**config.mk**
```make
export PLATFORM = sky130hd
export DESIGN_NAME = sa_a_feeder
export DESIGN_NICKNAME = d
export VERILOG_FILES = /design/src/rtl/sa_a_feeder_pkg.sv /design/src/rtl/sa_skew_counter.sv /design/src/rtl/sa_a_feeder.sv
export SDC_FILE = /design/constraint.sdc
export NUM_CORES = 1
export LEC_CHECK = 0
export BUFFER_PORTS_ARGS = -buffer_cell sky130_fd_sc_hd__buf_2
export CAP_MARGIN = 20
export CORE_MARGIN = 4
export CORE_UTILIZATION = 35
export CTS_BUF_LIST = sky130_fd_sc_hd__clkbuf_16
export DETAILED_ROUTE_END_ITERATION = 8
export GPL_ROUTABILITY_DRIVEN = 0
export SLEW_MARGIN = 20
export SYNTH_ARGS = -nofsm -noshare
export SYNTH_HDL_FRONTEND = slang
export SYNTH_SLANG_ARGS = --single-unit
```
**constraint.sdc**
```tcl
create_clock -name clk -period 8.4 [get_ports clk]
set_clock_uncertainty 0.1 [all_clocks]
set_input_delay 1.26 -clock clk [delete_from_list [all_inputs] [get_ports clk]]
set_output_delay 1.26 -clock clk [all_outputs]
set_load 0.01 [all_outputs]
```
**src/rtl/sa_a_feeder_pkg.sv**
```systemverilog
// Shared definitions for the systolic-array A-matrix feeder.
// Holds the FSM encoding, matrix size and the skewed wavefront count.
package sa_a_feeder_pkg;

  localparam int N         = 4;
  localparam int NUM_WAVES = 2 * N - 1;
  localparam int WAVE_W    = 3;
  localparam int CNT_W     = 16;

  typedef enum logic [2:0] {
    IDLE,
    FEED,
    DRAIN,
    LOAD,
    DONE
  } state_t;

endpackage

```
**src/rtl/sa_skew_counter.sv**
```systemverilog
// Step counter plus wavefront index for the A feeder.
// Exposes the next wavefront value so the feeder can register its outputs.
module sa_skew_counter
  import sa_a_feeder_pkg::*;
(
  input  logic              clk,
  input  logic              rst,
  input  logic              clear,
  input  logic              en,
  input  logic [CNT_W-1:0]  step_len,
  output logic              step_done,
  output logic              wave_done,
  output logic [WAVE_W-1:0] wave_nxt
);

  logic [CNT_W-1:0]  step_cnt;
  logic [CNT_W-1:0]  step_d;
  logic [WAVE_W-1:0] wave_cnt;
  logic [WAVE_W-1:0] wave_d;

  assign step_done = (step_cnt == step_len - CNT_W'(1));
  assign wave_done = step_done && (wave_cnt == WAVE_W'(NUM_WAVES - 1));
  assign wave_nxt  = wave_d;

  always_comb begin
    step_d = step_cnt;
    wave_d = wave_cnt;
    if (clear) begin
      step_d = '0;
      wave_d = '0;
    end else if (en) begin
      if (step_done) begin
        step_d = '0;
        wave_d = (wave_cnt == WAVE_W'(NUM_WAVES - 1)) ? '0 : wave_cnt + WAVE_W'(1);
      end else begin
        step_d = step_cnt + CNT_W'(1);
      end
    end
  end

  always_ff @(posedge clk or negedge rst) begin
    if (!rst) begin
      step_cnt <= '0;
      wave_cnt <= '0;
    end else begin
      step_cnt <= step_d;
      wave_cnt <= wave_d;
    end
  end

endmodule

```
**src/rtl/sa_a_feeder.sv**
```systemverilog
// Buffers a 4x4 A matrix and streams it into the systolic array as skewed
// wavefronts, then drains, pulses result_ld and signals done.
module sa_a_feeder
  import sa_a_feeder_pkg::*;
#(
  parameter int DATA_WIDTH   = 16,
  parameter int STEP         = 2,
  parameter int DRAIN_CYCLES = 8
) (
  input  logic                  clk,
  input  logic                  rst,
  input  logic                  wr_en,
  input  logic [1:0]            wr_row,
  input  logic [1:0]            wr_col,
  input  logic [DATA_WIDTH-1:0] wr_data,
  input  logic                  start,
  output logic [DATA_WIDTH-1:0] FDo0,
  output logic [DATA_WIDTH-1:0] FDo4,
  output logic [DATA_WIDTH-1:0] FDo8,
  output logic [DATA_WIDTH-1:0] FDo12,
  output logic                  feed_valid,
  output logic                  result_ld,
  output logic                  busy,
  output logic                  done
);

  state_t state;
  state_t state_next;

  logic [DATA_WIDTH-1:0] a_mem [N][N];
  logic [DATA_WIDTH-1:0] a_nxt [N][N];
  logic [DATA_WIDTH-1:0] fdo   [N];
  logic [DATA_WIDTH-1:0] fdo_d [N];

  logic              cnt_clear;
  logic              cnt_en;
  logic [CNT_W-1:0]  step_len;
  logic              step_done;
  logic              wave_done;
  logic [WAVE_W-1:0] wave_nxt;
  int                col;

  sa_skew_counter u_counter (
    .clk       (clk),
    .rst       (rst),
    .clear     (cnt_clear),
    .en        (cnt_en),
    .step_len  (step_len),
    .step_done (step_done),
    .wave_done (wave_done),
    .wave_nxt  (wave_nxt)
  );

  assign cnt_clear = (state_next != state);
  assign cnt_en    = (state == FEED) || (state == DRAIN) || (state == LOAD);
  assign step_len  = (state == DRAIN) ? CNT_W'(DRAIN_CYCLES) : CNT_W'(STEP);

  always_ff @(posedge clk or negedge rst) begin
    if (!rst) state <= IDLE;
    else      state <= state_next;
  end

  // With no drain cycles configured the DRAIN state is skipped entirely.
  always_comb begin
    state_next = state;
    case (state)
      IDLE:    if (start) state_next = FEED;
      FEED:    if (wave_done) state_next = (DRAIN_CYCLES > 0) ? DRAIN : LOAD;
      DRAIN:   if (step_done) state_next = LOAD;
      LOAD:    if (step_done) state_next = DONE;
      DONE:    state_next = IDLE;
      default: state_next = IDLE;
    endcase
  end

  always_comb begin
    a_nxt = a_mem;
    if (state == IDLE && wr_en) a_nxt[wr_row][wr_col] = wr_data;
  end

  always_ff @(posedge clk or negedge rst) begin
    if (!rst) begin
      for (int r = 0; r < N; r++)
        for (int c = 0; c < N; c++)
          a_mem[r][c] <= '0;
    end else begin
      for (int r = 0; r < N; r++)
        for (int c = 0; c < N; c++)
          a_mem[r][c] <= a_nxt[r][c];
    end
  end

  // Outputs are computed from next-cycle state and the post-write buffer,
  // so a write sampled with start is already visible in the first wavefront.
  always_comb begin
    col = 0;
    for (int r = 0; r < N; r++) begin
      fdo_d[r] = '0;
      col = int'(wave_nxt) - r;
      if (state_next == FEED && col >= 0 && col < N) fdo_d[r] = a_nxt[r][col[1:0]];
    end
  end

  always_ff @(posedge clk or negedge rst) begin
    if (!rst) begin
      for (int r = 0; r < N; r++) fdo[r] <= '0;
    end else begin
      for (int r = 0; r < N; r++) fdo[r] <= fdo_d[r];
    end
  end

  assign FDo0       = fdo[0];
  assign FDo4       = fdo[1];
  assign FDo8       = fdo[2];
  assign FDo12      = fdo[3];
  assign feed_valid = (state == FEED);
  assign result_ld  = (state == LOAD);
  assign busy       = (state != IDLE);
  assign done       = (state == DONE);

endmodule

```
# Yosys cells after proc, flatten, opt, wreduce, memory -nomap -nowiden
# Cells that the tools add are included.
[totals]
latch_bits = 0
in_bits = 24
ff_bits = 342
output_inout_bits = 68
n_memories = 0
word_cells = 111
mem_bits_rw = 0
romBits = 0
[op_classes]
shifts = 0
addsub = 6
eq_ne = 8
n_reduce_logical = 17
div_mod_pow = 0
n_mul = 0
n_mux = 35
order_cmp = 16
n_bitwise = 6
[op_table]
columns = ["cell", "n"]
rows = [
  ["bitwise mux 256 bit", 1],
  ["2-to-1 mux 16 bit", 16],
  ["2-to-1 mux 256 bit", 1],
  ["binary-select mux 16 bit (select 2 bit)", 4],
  ["demux 64 bit (select 2 bit)", 1],
  ["2-to-1 mux 64 bit", 1],
  ["demux 16 bit (select 2 bit)", 1],
  ["2-to-1 mux 3 bit", 8],
  [">= comparator 3 bit (second input constant)", 6],
  ["NOT 2 -> 3 bit", 6],
  ["adder 16 x 1 -> 16 bit (second input constant)", 1],
  ["== test 16 bit", 1],
  [">= comparator 4 x 1 -> 1 bit (second input constant)", 3],
  ["logical AND 1 bit", 12],
  ["less-than comparator 4 bit (second input constant)", 3],
  ["case mux 3 bit (4 select lines)", 1],
  ["subtractor 3 x 2 -> 4 bit (second input constant)", 2],
  ["== test 3 x 1 -> 1 bit (second input constant)", 2],
  ["== test 3 x 2 -> 1 bit (second input constant)", 2],
  ["== test 3 bit (second input constant)", 2],
  ["less-than comparator 3 x 1 -> 1 bit (second input constant)", 2],
  ["subtractor 4 x 1 -> 5 bit (second input constant)", 1],
  ["2-to-1 mux 4 bit", 1],
  ["subtractor 3 x 1 -> 4 bit (second input constant)", 1],
  ["8 further kinds", 9],
]

# Logic depth before layout (Yosys ltp)
[logic_depth]
ltp_word = 15
ltp_mapped = 18
depth_no_buf = 14

# Hierarchy
# From an unflattened synthesis, not the netlist that was laid out.
[hier_totals]
hier_cells = 1265
hier_area_um2 = 15104.5
[modules_own_cells]
columns = ["mod", "area_each_um2", "seq_area_each_um2", "cells_per_inst", "instances"]
rows = [
  ["sa_a_feeder", 13446.6, 8082.8, 1076, 1],
  ["sa_skew_counter", 1657.8, 475.5, 189, 1],
]

# Worst setup path after synthesis
# OpenSTA, ideal clock, no wires.
[synth_timing]
path_type = "input port to flip-flop"
from = "in start"
to = "reg fdo (netlist bit FDo4[10])"
stages = 16
setup_slack_ps = 3945
path_buffers = 6
arrival_ps = 4277
t_required_ps = 8222
setup_ps = 78
path_cell_list = "nand3b_1 -> o31ai_1 -> or3_1 -> buf_2 -> or2_4 -> buf_6 -> buf_6 -> clkbuf_1 -> ha_1 -> inv_1 -> clkbuf_1 -> nor2_1 -> a21oi_1 -> clkbuf_1 -> o211ai_1 -> a21oi_1"
[synth_lines]
columns = ["element", "line_no", "source"]
rows = [
  ["start, declared", "sa_a_feeder.sv:16", "input logic start,"],
  ["end, declared", "sa_a_feeder.sv:32", "logic [DATA_WIDTH-1:0] fdo [N];"],
]

==> metrics.md <==
| Metric | Value |
|---|---|
| Result of the run | finished, final reports clean |
| Number of nets in the synthesized netlist | 1,221 |
| Sequential share of the synthesized area | 0.567 |
| Total global-route track usage | 0.163 |
| Area fraction of the dominant cell type after synthesis | 0.567 |
| Fmax achieved | 192 MHz |
| Number of antenna repair diodes | 0 |
| CP endpoint kind | register |
| Clock transition at path regs | 0.06 ns |
| Number of buffers between clock root and the deepest sink | 3 |
| Worst r2r src | state[1] |
| Maximum level of the CTS H-tree | 2 |
| Final critical-path required period | 5.22 ns |
| Cell Count Post-Placement | 1,786 |
| Grt ovf | 0 |
| Number of global-route vias before repair | 10,160 |
| FF+latch area | 0.00856 mm2 |
| Post-DR wirelength/cell | 20.5 um |
| I/O pin count | 92 |
| Drt first-iter violations | 791 |
| Number of synthesized flops with an enable pin | 0 |
| Starting density of the core | 0.356 |
| Worst voltage drop across the vdd grid | 0.146 mV |
| Filler-free cell count of the finished design | 1,852 |
| Synth Warn # | 0 |
| Post-CTS setup repair buffer count | 0 |
| Async S/R FF share, synth | 1.00 |
| Clock tree root driver cell | clkbuf_16 |
| Rows | 75 |
| Primary flip-flop cell chosen by synthesis mapping | dfrtp_1 |
| Clock tree from TritonCTS | yes |
| Commonest non-fill, non-tap cell in the layout | dfrtp_1 |
| Clock insertion delay at the later pin of the skew report | 0.53 ns |
| Wire length reported by the detailed router | 37,900 um |
| Total half-perimeter wirelength after legalization and detailed placement | 23,400 um |
| Final setup violating endpoints | 0 |
| Slew HR | 0.271 |
| Syn Std Cell Area | 0.0151 mm2 |
| Synth-to-layout area growth | 14.3% |
| Yosys top cell by area | dfrtp_1 |
| Worst Max-Slew Pin Slew | 1.09 ns |
| Net count, final | 1,276 |
| Die footprint | 0.0465 mm2 |
| Count of buffers inserted at the top-level ports | 91 |
| Category of the most critical setup path | register to register |
| Final hold viol count | 0 |
| Reported max-cap violation count | 0 |
| Data arrival at the endpoint of the critical path | 5.52 ns |
| Synth cell types | 62 |
| Leakage component of the power | 8.28 nW |
| Launching element of the worst setup path | state[1] |
| TritonRoute pass-1 iters | 6 |
| Maximum number of pins on one net before global-route repair | 162 |
| Synth Register Bits | 342 |
| Classification of the worst-slack hold path | register to register |
| Critical path launch point type | register |
| Post-route DRC violation count | 0 |
| Avg Cell Area, Syn | 12.6 um2 |
| TritonCTS buffer count | 37 |
| Number of sinks handled by clock tree synthesis | 342 |
| Mapped Cells | 1,194 |
| Die extent in x | 216 um |
| Global-route wire length before repair | 60,600 um |
| Number of vias per cell after detailed routing | 5.34 |
| Antenna Violating Nets Remaining | 0 |
| Count of filler cells inserted in the layout | 4,008 |
| Fraction of final layout cells sized beyond drive strength 1 | 0.344 |
| Final worst-path cycle share | 0.621 |
| Start point of the worst min-delay path | a_mem[236] |
| Number of gates given a new drive strength after cts | 0 |
| Setup repair after global routing missed its margin | false |
| Core outline area | 0.0423 mm2 |
| Final Max Tran Viols | 0 |
| Synth top area cells | dfrtp_1 (57%), mux2_2 (19%), clkbuf_1 (1.8%) |
| Pre-CTS worst setup slack | 3.24 ns |
| Pwr/cell area | 191 mW/mm2 |
| Required arrival time at the worst endpoint | 8.71 ns |
| Setup ws final | 3.18 ns |
| Multi-input gate area | 0.00614 mm2 |
| Biggest fanout along the worst timing path | 65 |
| Total power of the final layout | 0.00329 W |
| Total Negative Setup Slacks | 0 ns |
| Die Y-Extent | 216 um |
| Initial antenna violation count | 1 |
| Commonest non-fill, non-tap cells in the layout | dfrtp_1 (342), mux2_2 (252), buf_2 (90), nand2_1 (64), nor2_1 (64) |
| Number of hold buffers added after cts | 0 |
| Total via count in the routed design | 9,895 |
==> power by group <==
part | switching (W) | leakage, nW | internal (W) | total [W]
clock | 0.000658 | 0.592 | 0.000881 | 0.00154
sequential | 0.00000396 | 4.73 | 0.00166 | 0.00166
combinational | 0.0000720 | 2.96 | 0.0000201 | 0.0000921
==> critical path: stages (launching register included) <==
cell      delay [ns]
dfrtp_1         0.50
or3b_4          0.45
mux2_4          0.33
nor3_4          0.46
mux2i_1         0.26
buf_4           0.23
or2_4           0.15
buf_4           0.58
inv_2           0.56
ha_1            0.41
o32a_1          0.63
a311oi_1        0.37
==> registers in the layout, summed over array words and instances (netlist names) <==
| register | count |
|---|---|
| u_counter.wave_cnt | 3 |
| FDo12 | 16 |
| FDo4 | 16 |
| u_counter.step_cnt | 16 |
| state | 3 |
| a_mem | 256 |
| FDo8 | 16 |
| FDo0 | 16 |
==> synthesized netlist by cell type, types with 3 or more instances <==
| master | number |
|---|---|
| nor4_1 | 5 |
| dfrtp_1 | 342 |
| inv_1 | 3 |
| o21ai_0 | 13 |
| o21a_1 | 16 |
| buf_2 | 22 |
| nand2_1 | 64 |
| a32o_1 | 16 |
| mux2_1 | 20 |
| nand3b_1 | 3 |
| o22ai_1 | 33 |
| o21ai_1 | 4 |
| or4_1 | 3 |
| nor2b_1 | 6 |
| nand3_1 | 6 |
| clkbuf_1 | 72 |
| nor3_1 | 10 |
| o211ai_1 | 16 |
| ha_1 | 3 |
| a21oi_1 | 30 |
| a222oi_1 | 14 |
| a21boi_0 | 6 |
| nand4b_1 | 4 |
| o2bb2ai_1 | 16 |
| a311oi_1 | 17 |
| nand2b_1 | 23 |
| nor4_2 | 3 |
| o22a_1 | 16 |
| buf_6 | 3 |
| or3_1 | 38 |
| mux2_2 | 252 |
| mux2i_1 | 3 |
| and3_1 | 4 |
| nand4_1 | 4 |
| and4_1 | 3 |
| nor2_1 | 65 |
==> logic make-up after synthesis <==
kind of cell | count (synthesis) | share of synthesized area
mux | 276 | 0.206
simple gates | 256 | 0.0893
buf+inv | 104 | 0.0294
flops | 342 | 0.567
compound gates | 209 | 0.103
xor+xnor | 4 | 0.00232
fa+ha+maj | 3 | 0.00249
==> final cells by class <==
type	instances	share of cell area
Sequential cell	342	0.496
Multi-Input combinational cell	748	0.356
Clock buffer	38	0.0551
Tap cell	577	0.0419
Timing Repair Buffer	116	0.0392
Clock inverter	27	0.0105
Inverter	4	0.000871
==> stage by stage <==
step	area, um2	util	hold WS [ns]
2_1_floorplan	15100	-	0.360
3_3_place_gp	16100	0.380	0.370
3_5_place_dp	16100	0.380	0.378
4_1_cts	17200	0.407	0.392
5_1_grt	17200	0.408	0.397
6_report	17200	0.408	0.390
==> routing by layer <==
metal,wire [um],vias to the layer above,global-route usage,part of all wire
met5,8,-,0,0.00021
li1,-,4498,-,-
met1,17200,5149,0.224,0.45
met4,624,2,0.0369,0.016
met2,18500,203,0.269,0.49
met3,1570,43,0.0297,0.041
==> path summary, 6_finish.rpt <==
check	slack, ns	end	cells past startpoint
max	3.18	FDo12[10]	11
min reg2reg	0.39	a_mem[236]	1
max reg2reg	3.18	FDo12[10]	11
max in group asynchronous	6.13	a_mem[254]	2
min in group asynchronous	0.69	a_mem[61]	1
min	0.39	a_mem[236]	1
No activity file was read; power rests on OpenSTA's default activity.
